--- src/rtl/uart_param.sv ---
// Parameterised UART: one TX and one RX channel sharing a frame format.
// Define UART_PARITY_EN to add a parity bit (parity_odd selects odd/even).
`timescale 1ns/1ps
module uart_param #(
  parameter int CLK_FREQ  = 100_000,
  parameter int BAUD      = 9600,
  parameter int DATA_BITS = 8,
  parameter int STOP_BITS = 1
) (
  input  logic                 clk,
  input  logic                 rst_n,
  input  logic                 tx_start,
  input  logic [DATA_BITS-1:0] tx_data,
  input  logic                 parity_odd,
  output logic                 tx,
  output logic                 tx_busy,
  output logic                 tx_done,
  input  logic                 rx,
  output logic [DATA_BITS-1:0] rx_data,
  output logic                 rx_done,
  output logic                 rx_frame_err,
  output logic                 rx_parity_err
);

  // state   | meaning
  // S_IDLE  | line idle, waiting for tx_start / rx falling edge
  // S_START | start bit
  // S_DATA  | payload bits, LSB first
  // S_PARITY| parity bit (UART_PARITY_EN only)
  // S_STOP  | stop bit(s)
  typedef enum logic [2:0] {S_IDLE, S_START, S_DATA, S_PARITY, S_STOP} state_t;

  localparam int DIV = CLK_FREQ / BAUD;
  localparam int CW  = $clog2(DIV);
  localparam int BW  = $clog2(DATA_BITS);
  localparam logic [CW-1:0] CNT_LAST  = CW'(DIV - 1);
  localparam logic [CW-1:0] CNT_PRE   = CW'(DIV - 2);
  localparam logic [CW-1:0] CNT_HALF  = CW'(DIV / 2);
  localparam logic [BW-1:0] BIT_LAST  = BW'(DATA_BITS - 1);
  localparam logic          STOP_LAST = 1'(STOP_BITS - 1);

  state_t                 tx_state;
  logic [CW-1:0]          tx_cnt;
  logic [BW-1:0]          tx_bit;
  logic                   tx_stop;
  logic [DATA_BITS-1:0]   tx_sh;
`ifdef UART_PARITY_EN
  logic                   tx_par;
`endif

  logic tx_bit_end, tx_frame_end, tx_accept;
  assign tx_bit_end   = (tx_cnt == CNT_LAST);
  assign tx_frame_end = (tx_state == S_STOP) && (tx_stop == STOP_LAST) && tx_bit_end;
  // accepting in the final stop cycle gives back-to-back frames with no idle gap
  assign tx_accept    = tx_start && ((tx_state == S_IDLE) || tx_frame_end);

  always_ff @(posedge clk or negedge rst_n) begin
    if (!rst_n) begin
      tx_state <= S_IDLE;
      tx_cnt   <= '0;
      tx_bit   <= '0;
      tx_stop  <= 1'b0;
      tx_sh    <= '0;
      tx       <= 1'b1;
      tx_busy  <= 1'b0;
      tx_done  <= 1'b0;
`ifdef UART_PARITY_EN
      tx_par   <= 1'b0;
`endif
    end else begin
      tx_done <= (tx_state == S_STOP) && (tx_stop == STOP_LAST) && (tx_cnt == CNT_PRE);
      if (tx_accept) begin
        tx_state <= S_START;
        tx_cnt   <= '0;
        tx_sh    <= tx_data;
        tx       <= 1'b0;
        tx_busy  <= 1'b1;
`ifdef UART_PARITY_EN
        tx_par   <= (^tx_data) ^ parity_odd;
`endif
      end else if (tx_state != S_IDLE) begin
        tx_cnt <= tx_bit_end ? '0 : tx_cnt + 1'b1;
        if (tx_bit_end) begin
          case (tx_state)
            S_START: begin
              tx_state <= S_DATA;
              tx_bit   <= '0;
              tx       <= tx_sh[0];
            end
            S_DATA: begin
              if (tx_bit == BIT_LAST) begin
`ifdef UART_PARITY_EN
                tx_state <= S_PARITY;
                tx       <= tx_par;
`else
                tx_state <= S_STOP;
                tx_stop  <= 1'b0;
                tx       <= 1'b1;
`endif
              end else begin
                tx_bit <= tx_bit + 1'b1;
                tx_sh  <= tx_sh >> 1;
                tx     <= tx_sh[1];
              end
            end
`ifdef UART_PARITY_EN
            S_PARITY: begin
              tx_state <= S_STOP;
              tx_stop  <= 1'b0;
              tx       <= 1'b1;
            end
`endif
            S_STOP: begin
              if (tx_stop == STOP_LAST) begin
                tx_state <= S_IDLE;
                tx_busy  <= 1'b0;
              end else begin
                tx_stop <= 1'b1;
              end
            end
            default: tx_state <= S_IDLE;
          endcase
        end
      end
    end
  end

  state_t                 rx_state;
  logic [CW-1:0]          rx_cnt;
  logic [BW-1:0]          rx_bit;
  logic [DATA_BITS-1:0]   rx_sh;
  logic                   rx_s1, rx_s2, rx_prev;
`ifdef UART_PARITY_EN
  logic                   rx_perr;
`else
  logic unused_parity_odd;
  assign unused_parity_odd = parity_odd;
  assign rx_parity_err     = 1'b0;
`endif

  logic rx_fall, rx_bit_end;
  assign rx_fall    = rx_prev & ~rx_s2;
  assign rx_bit_end = (rx_cnt == CNT_LAST);

  always_ff @(posedge clk or negedge rst_n) begin
    if (!rst_n) begin
      rx_s1        <= 1'b1;
      rx_s2        <= 1'b1;
      rx_prev      <= 1'b1;
      rx_state     <= S_IDLE;
      rx_cnt       <= '0;
      rx_bit       <= '0;
      rx_sh        <= '0;
      rx_data      <= '0;
      rx_done      <= 1'b0;
      rx_frame_err <= 1'b0;
`ifdef UART_PARITY_EN
      rx_perr       <= 1'b0;
      rx_parity_err <= 1'b0;
`endif
    end else begin
      rx_s1   <= rx;
      rx_s2   <= rx_s1;
      rx_prev <= rx_s2;
      rx_done <= 1'b0;
      case (rx_state)
        S_IDLE: begin
          if (rx_fall) begin
            rx_state <= S_START;
            rx_cnt   <= '0;
          end
        end
        S_START: begin
          // mid start bit: a line already back high was a glitch
          if (rx_cnt == CNT_HALF) begin
            rx_cnt   <= '0;
            rx_bit   <= '0;
            rx_state <= rx_s2 ? S_IDLE : S_DATA;
          end else begin
            rx_cnt <= rx_cnt + 1'b1;
          end
        end
        S_DATA: begin
          if (rx_bit_end) begin
            rx_cnt <= '0;
            rx_sh  <= {rx_s2, rx_sh[DATA_BITS-1:1]};
            if (rx_bit == BIT_LAST) begin
`ifdef UART_PARITY_EN
              rx_state <= S_PARITY;
`else
              rx_state <= S_STOP;
`endif
            end else begin
              rx_bit <= rx_bit + 1'b1;
            end
          end else begin
            rx_cnt <= rx_cnt + 1'b1;
          end
        end
`ifdef UART_PARITY_EN
        S_PARITY: begin
          if (rx_bit_end) begin
            rx_cnt   <= '0;
            rx_perr  <= rx_s2 ^ (^rx_sh) ^ parity_odd;
            rx_state <= S_STOP;
          end else begin
            rx_cnt <= rx_cnt + 1'b1;
          end
        end
`endif
        S_STOP: begin
          if (rx_bit_end) begin
            rx_cnt       <= '0;
            rx_state     <= S_IDLE;
            rx_done      <= 1'b1;
            rx_data      <= rx_sh;
            rx_frame_err <= ~rx_s2;
`ifdef UART_PARITY_EN
            rx_parity_err <= rx_perr;
`endif
          end else begin
            rx_cnt <= rx_cnt + 1'b1;
          end
        end
        default: rx_state <= S_IDLE;
      endcase
    end
  end

endmodule

--- config.mk ---
export PLATFORM = sky130hd
export DESIGN_NAME = uart_param
export DESIGN_NICKNAME = d
export VERILOG_FILES = /design/src/rtl/uart_param.sv
export SDC_FILE = /design/constraint.sdc
export NUM_CORES = 1
export LEC_CHECK = 0
export CORE_ASPECT_RATIO = 0.9
export CORE_MARGIN = 2
export CORE_UTILIZATION = 50
export DETAILED_ROUTE_END_ITERATION = 8
export PLACE_DENSITY = 0.72
export RECOVER_POWER = 50
export SYNTH_ARGS = -nofsm -noshare
export SYNTH_HDL_FRONTEND = slang
export SYNTH_SLANG_ARGS = --single-unit
--- constraint.sdc ---
create_clock -name clk -period 4.95 [get_ports clk]
set_clock_uncertainty 0.05 [all_clocks]
set_input_delay 0.99 -clock clk [delete_from_list [all_inputs] [get_ports clk]]
set_output_delay 0.99 -clock clk [all_outputs]
set_load 0.1 [all_outputs]
==> impl_metrics.ini, run 1 <==
[outcome]
status = complete, but fails checks
violations = capacitance limit, slew limit

[layout]
nNetsFinal = 261
fin_util_pct = 59.08
postLayoutCellArea_um2 = 2856
drive_above_1_share_pct = 16.25
n_antenna_cell = 0
syn2layout_area_growth_pct = 13.41
fin_cells = 305
fillers = 401

[detailed_routing]
avgViaCountPerCell = 5.420
first_pass_iters = 4
drt-wirelength-per-cell_um = 13.26
drt_wl_total_um = 4044
drtIter0Drc = 94
ant_nets = 0
drc = 0
vias = 1653

[worst_setup_path]
end_kind = asynchronous set/reset pin
startpoint_type = primary input
crit_arrival_ns = 2.96
critPathMaxFanout = 52
cp_slowest_cell = clkbuf_1
crit_start = rst_n
cp_cell_sequence = buf_2 > clkbuf_1
cpPeakStageDelay_ns = 1.88
worstReg2RegStart = tx_cnt[1]
crit_family = buffers and inverters
crit_type = primary input to asynchronous set/reset pin
critical_path_required_ns = 4.74
path_buf_inv = 2

[sta]
slew_headroom_pct = -77.00
fin_crit_sh_pct = 64.04
min_period_ns = 3.170
rsz0062_at_grt = false
worst_slack_ns = 1.780
holdWs_ns = 0.3146
setup_viol = 0
drv_slew = 53
max_slew.worst_pin.slew_ns = 2.655
hold_viol = 0
fmax_mhz = 315.5
fin_setup_tns_ns = 0

[yosys]
synth_mux_area_share_pct = 12.72
ys_seq_elements = 52
yosys.area_share.simple_pct = 15.60
synth_top_family_by_area = simple AND/OR/NAND/NOR gates
ys_types = 51
synth_compound_area_share_pct = 11.28
synth_xor_area_share_pct = 0
yosysSeqAreaShare_pct = 51.86
syn_area_per_cell_um2 = 11.61
yosys_warnings = 0
synthAdderAreaFrac_pct = 4.471
syn_nets = 239
syn_area_um2 = 2519
syn-instance-count = 217
async_flop_share_pct = 100.0
synth_flop_cell = dfrtp_1
synth_edf_count = 0

[clocking]
cts_num_sinks = 52
htreeDepth = 2
clockRootBuffer = clkbuf_8
postCtsSetupBuffers = 0
cts_hold_buf = 0
cts_made_buffers = 5
clkLatencyLatePin_ns = 0.30
cts_tree = done
clockBufferDepth = 2
path_clk_slew_ns = 0.09
cts_resized = 0

[die]
coreArea_um2 = 4835
rows = 24
die_area_um2 = 5622
die_h_um = 71.33
die_w_um = 78.82
start_util_pct = 52.10
ios = 27

[pwr]
p_seq_share_pct = 51.0
total_power_mw = 1.182
p_leak_nw = 1.306
ir_worst_vdd_mv = 0.2635
p_clk_share_pct = 19.6
comb_power_share_pct = 29.5
sw_frac_of_total_pct = 35.06
power_density_nw_per_um2 = 413.8
p_sw_uw = 414.5
intPower_uw = 767.6

[global_route]
antenna_found_initial = 0
grt_overflow = 0
grt_use_total_pct = 16.05
grt_max_degree = 53
grt_pass1_vias = 1546
grt_pass1_wl_um = 7148

[place]
placedCellCount = 297
dpl_cell_area_um2 = 2781
dpl.hpwl_um = 2698
portBuffers = 24
place_ws_ns = 1.897
gp_congestion = 0.7816

[job]
drv_cap = 1

[worst_hold_path]
hold_path.class = register to register
hold_start = rx_s1
==> logic make-up after synthesis <==
kind of cell	after synthesis
adders and majority gates	9
buffers and inverters	20
other	1
muxes	27
and+or+nand+nor	64
AOI/OAI and AO/OA	44
DFF	52
==> cells in the final DEF (no fill, tap or decap), types with 5 or more instances in the layout <==
cell,instances
nand3_1,5
mux2_2,12
a21oi_1,5
nor2_1,6
o21ai_1,7
clkdlybuf4s50_1,22
clkbuf_8,5
ha_1,9
o21ai_0,12
dfrtp_1,48
mux2i_1,8
nand2_1,21
mux2_4,7
inv_1,10
nor3_1,6
==> cell usage after synthesis, drive strengths merged (2+ instances only) <==
cell     n  share of area [%]
ha       9                4.5
o21ai   19                3.8
buf      8                2.1
nor3     7                1.8
a31oi    4               0.99
and3b    3                1.1
inv     10                1.5
nand2   21                3.1
dfstp    4                4.2
o31ai    2               0.60
clkbuf   2               0.30
o22ai    3               0.99
nor3b    5                1.7
mux2    19                9.5
mux2i    8                3.2
or3b     3                1.1
nand2b   2               0.50
a22o     3                1.0
nor2     6               0.89
nand3    5               0.99
nand3b   3                1.4
dfrtp   48                 48
a21oi    5               0.99
nand4b   2               0.70
==> area by class of cell <==
| class | instances | area, um^2 | share of cell area [%] |
|---|---|---|---|
| tap | 65 | 81.33 | 2.847 |
| clock buffer | 7 | 76.32 | 2.672 |
| multi-input combinational | 145 | 1111 | 38.90 |
| clock inverter | 1 | 5.005 | 0.1752 |
| sequential | 52 | 1306 | 45.73 |
| timing repair buffer | 25 | 239.0 | 8.366 |
| inverter | 10 | 37.54 | 1.314 |
==> path summary, 6_finish.rpt <==
path / to / slack [ns] / cells past startpoint
max reg2reg: tx / 2.92 / 6
min: rx_s2 / 0.31 / 0
max in group clk: tx / 1.96 / 1
max: tx_sh[6] / 1.78 / 2
min in group asynchronous: rx_data[5] / 1.57 / 2
min reg2reg: rx_s2 / 0.31 / 0
==> layer usage <==
metal	routed length [um]	track usage, %
met3	163	4.282
met1	2024	22.42
met2	1815	24.88
met4	42	4.981
met5	0	0
==> state kept, by name, indices dropped and copies added (netlist names) <==
name          count
rx_s2             1
tx_busy           1
rx_state          3
rx_sh             8
rx_data           8
rx_frame_err      1
tx                1
tx_state          3
tx_sh             8
rx_done           1
rx_bit            3
tx_bit            3
rx_cnt            4
tx_done           1
tx_cnt            4
rx_prev           1
rx_s1             1
==> power by group through the flow <==
stage	sequential, mW	clock, mW	combinational [mW]
2_1_floorplan	0.610	0	0.273
3_3_place_gp	0.607	0	0.339
3_5_place_dp	0.611	0	0.349
4_1_cts	0.603	0.240	0.351
5_1_grt	0.619	0.255	0.394
6_report	0.603	0.231	0.348
Note: power is estimated with default switching activity, not from simulation.
==> run 2: changes to the inputs <==
--- a/config.mk
+++ b/config.mk
@@ -9,7 +9,7 @@
 export CORE_MARGIN = 2
 export CORE_UTILIZATION = 50
 export DETAILED_ROUTE_END_ITERATION = 8
-export PLACE_DENSITY = 0.72
+export PLACE_DENSITY = 0.75
 export RECOVER_POWER = 50
 export SYNTH_ARGS = -nofsm -noshare
 export SYNTH_HDL_FRONTEND = slang
==> constraint.sdc (replaced) <==
create_clock -name clk -period 2.9 [get_ports clk]
set_clock_uncertainty 0.05 [all_clocks]
set_input_delay 0.58 -clock clk [delete_from_list [all_inputs] [get_ports clk]]
set_output_delay 0.58 -clock clk [all_outputs]
set_load 0.1 [all_outputs]
==> run 2 against run 1 <==
The run now ends clean. Non-clock buffer count up 1. Sequential share of layout area up 0.080 points. Critical endpoint is now tx. Register-to-register slack worse by 2.1 ns. Critical path depth up 3. Clock power up 93%. Highest routed layer unchanged. Largest power group unchanged. Via count unchanged. Combinational power up 71%. First-iteration DRC count down 24%. Count of clock-buffer cells in the layout up 1. Cell area down 0.18%. Power up 75%.
==> impl_metrics.ini, run 2 (synthesis results as in run 1) <==
[sta]
fmax_mhz = 452.2
setup_viol = 0
max_slew.worst_pin.slew_ns = 1.230
hold_viol = 0
rsz0062_at_grt = false
fin_crit_sh_pct = 76.26
worst_slack_ns = 0.6884
slew_headroom_pct = 17.97
fin_setup_tns_ns = 0
min_period_ns = 2.212
drv_slew = 0

[layout]
fin_cells = 306
seq_area_um2 = 1306
syn2layout_area_growth_pct = 13.21
top_regs = rx_data (8), rx_sh (8), tx_sh (8)
multiInputGateArea_um2 = 1111
final_common_cell = dfrtp_1
mostFrequentLayoutCells = 48 x dfrtp_1, 21 x nand2_1, 14 x buf_4
fin_util_pct = 58.98
fillers = 413
nNetsFinal = 262
n_antenna_cell = 0
drive_above_1_share_pct = 22.82

[detailed_routing]
drt-wirelength-per-cell_um = 13.30
drt_wl_total_um = 4070
drt-met1-wl_um = 1982
first_pass_iters = 4
avgViaCountPerCell = 5.402
drtIter0Drc = 71
ant_nets = 0
vias = 1653
wl_met2_um = 1874
top_layer_used = met4
met3_length_um = 160
drc = 0

[place]
place_ws_ns = 0.4097
portBuffers = 24
placedCellCount = 298
dpl.hpwl_um = 2716
gp_congestion = 0.7582

[clocking]
cts_num_sinks = 52
cts_resized = 0
clockRootBuffer = clkbuf_8
cts_hold_buf = 0
clkLatencyLatePin_ns = 0.30
cts_tree = done
path_clk_slew_ns = 0.09
postCtsSetupBuffers = 0
clockBufferDepth = 2
htreeDepth = 2
cts_made_buffers = 5

[outcome]
status = complete, no violations

[global_route]
grt_use_total_pct = 16.39
grt_pass1_wl_um = 7369
grt_overflow = 0
grt_max_degree = 53
grt_pass1_vias = 1630
antenna_found_initial = 0

[pwr]
p_sw_uw = 711.0
ir_worst_vdd_mv = 0.3885
total_power_mw = 2.067
p_leak_nw = 1.348
intPower_mw = 1.356
p_seq_share_pct = 49.7
p_clk_share_pct = 21.6
power_density_nw_per_um2 = 724.8
sw_frac_of_total_pct = 34.40
comb_power_share_pct = 28.7

[worst_setup_path]
startpoint_type = primary input
end_kind = register
critical_path_required_ns = 3.08
crit_type = primary input to register
crit_arrival_ns = 2.40
critPathMaxFanout = 11

[job]
drv_cap = 0

[die]
coreArea_um2 = 4835
start_util_pct = 52.10
die_w_um = 78.82
die_h_um = 71.33
die_area_um2 = 5622
rows = 24
ios = 27

[worst_hold_path]
hold_path.class = register to register
==> run 2: cell count changes in the layout (fill, tap and decap cells not counted), sizes merged <==
cell,delta
clkinv,-1
clkbuf,+1
buf,+14
clkdlybuf4s50,-13
==> run 2: final timing paths <==
kind / from / to / slack, ns / cells past startpoint
max in group asynchronous: rst_n / tx_sh[0] / 1.50 / 2
max reg2reg: tx_bit[0] / tx_bit[0] / 0.83 / 6
min in group asynchronous: rst_n / tx_done / 0.55 / 2
min: rx_s1 / rx_s2 / 0.31 / 0
min reg2reg: rx_s1 / rx_s2 / 0.31 / 0
max: tx_start / tx / 0.69 / 5
==> run 2: stage by stage <==
stage | cell area [um^2] | hold slack (ns)
global route | 2851 | 0.3187
floorplan | 2519 | 0.2344
global placement | 2769 | 0.2958
CTS | 2869 | 0.2096
detailed placement | 2769 | 0.2985
finish | 2851 | 0.3144
==> run 2: layout make-up <==
| class | count | area share (%) |
|---|---|---|
| Inverter | 10 | 1.316 |
| Clock buffer | 8 | 3.510 |
| Sequential cell | 52 | 45.81 |
| Timing Repair Buffer | 26 | 7.547 |
| Tap cell | 65 | 2.852 |
| Multi-Input combinational cell | 145 | 38.96 |
==> run 2: layer usage <==
metal	GRT usage (%)	vias to the layer above
met5	0	-
met4	5.172	0
met3	4.030	5
met2	27.16	30
met1	21.55	791
li1	-	827
==> run 2: critical path, cell delays in order <==
cell and delay [ns]:
clkdlybuf4s50_1 0.58, nor3b_1 0.36, a21boi_2 0.46, nor3_1 0.12
mux2_2 0.28
==> run 2: power by group through the flow <==
stage | Clock [mW] | Combinational (mW) | Sequential (mW)
after floorplan | 0 | 0.465 | 1.04
after global placement | 0 | 0.581 | 1.04
after detailed placement | 0 | 0.598 | 1.04
after CTS | 0.456 | 0.602 | 1.02
after global routing | 0.484 | 0.669 | 1.06
final | 0.446 | 0.594 | 1.03
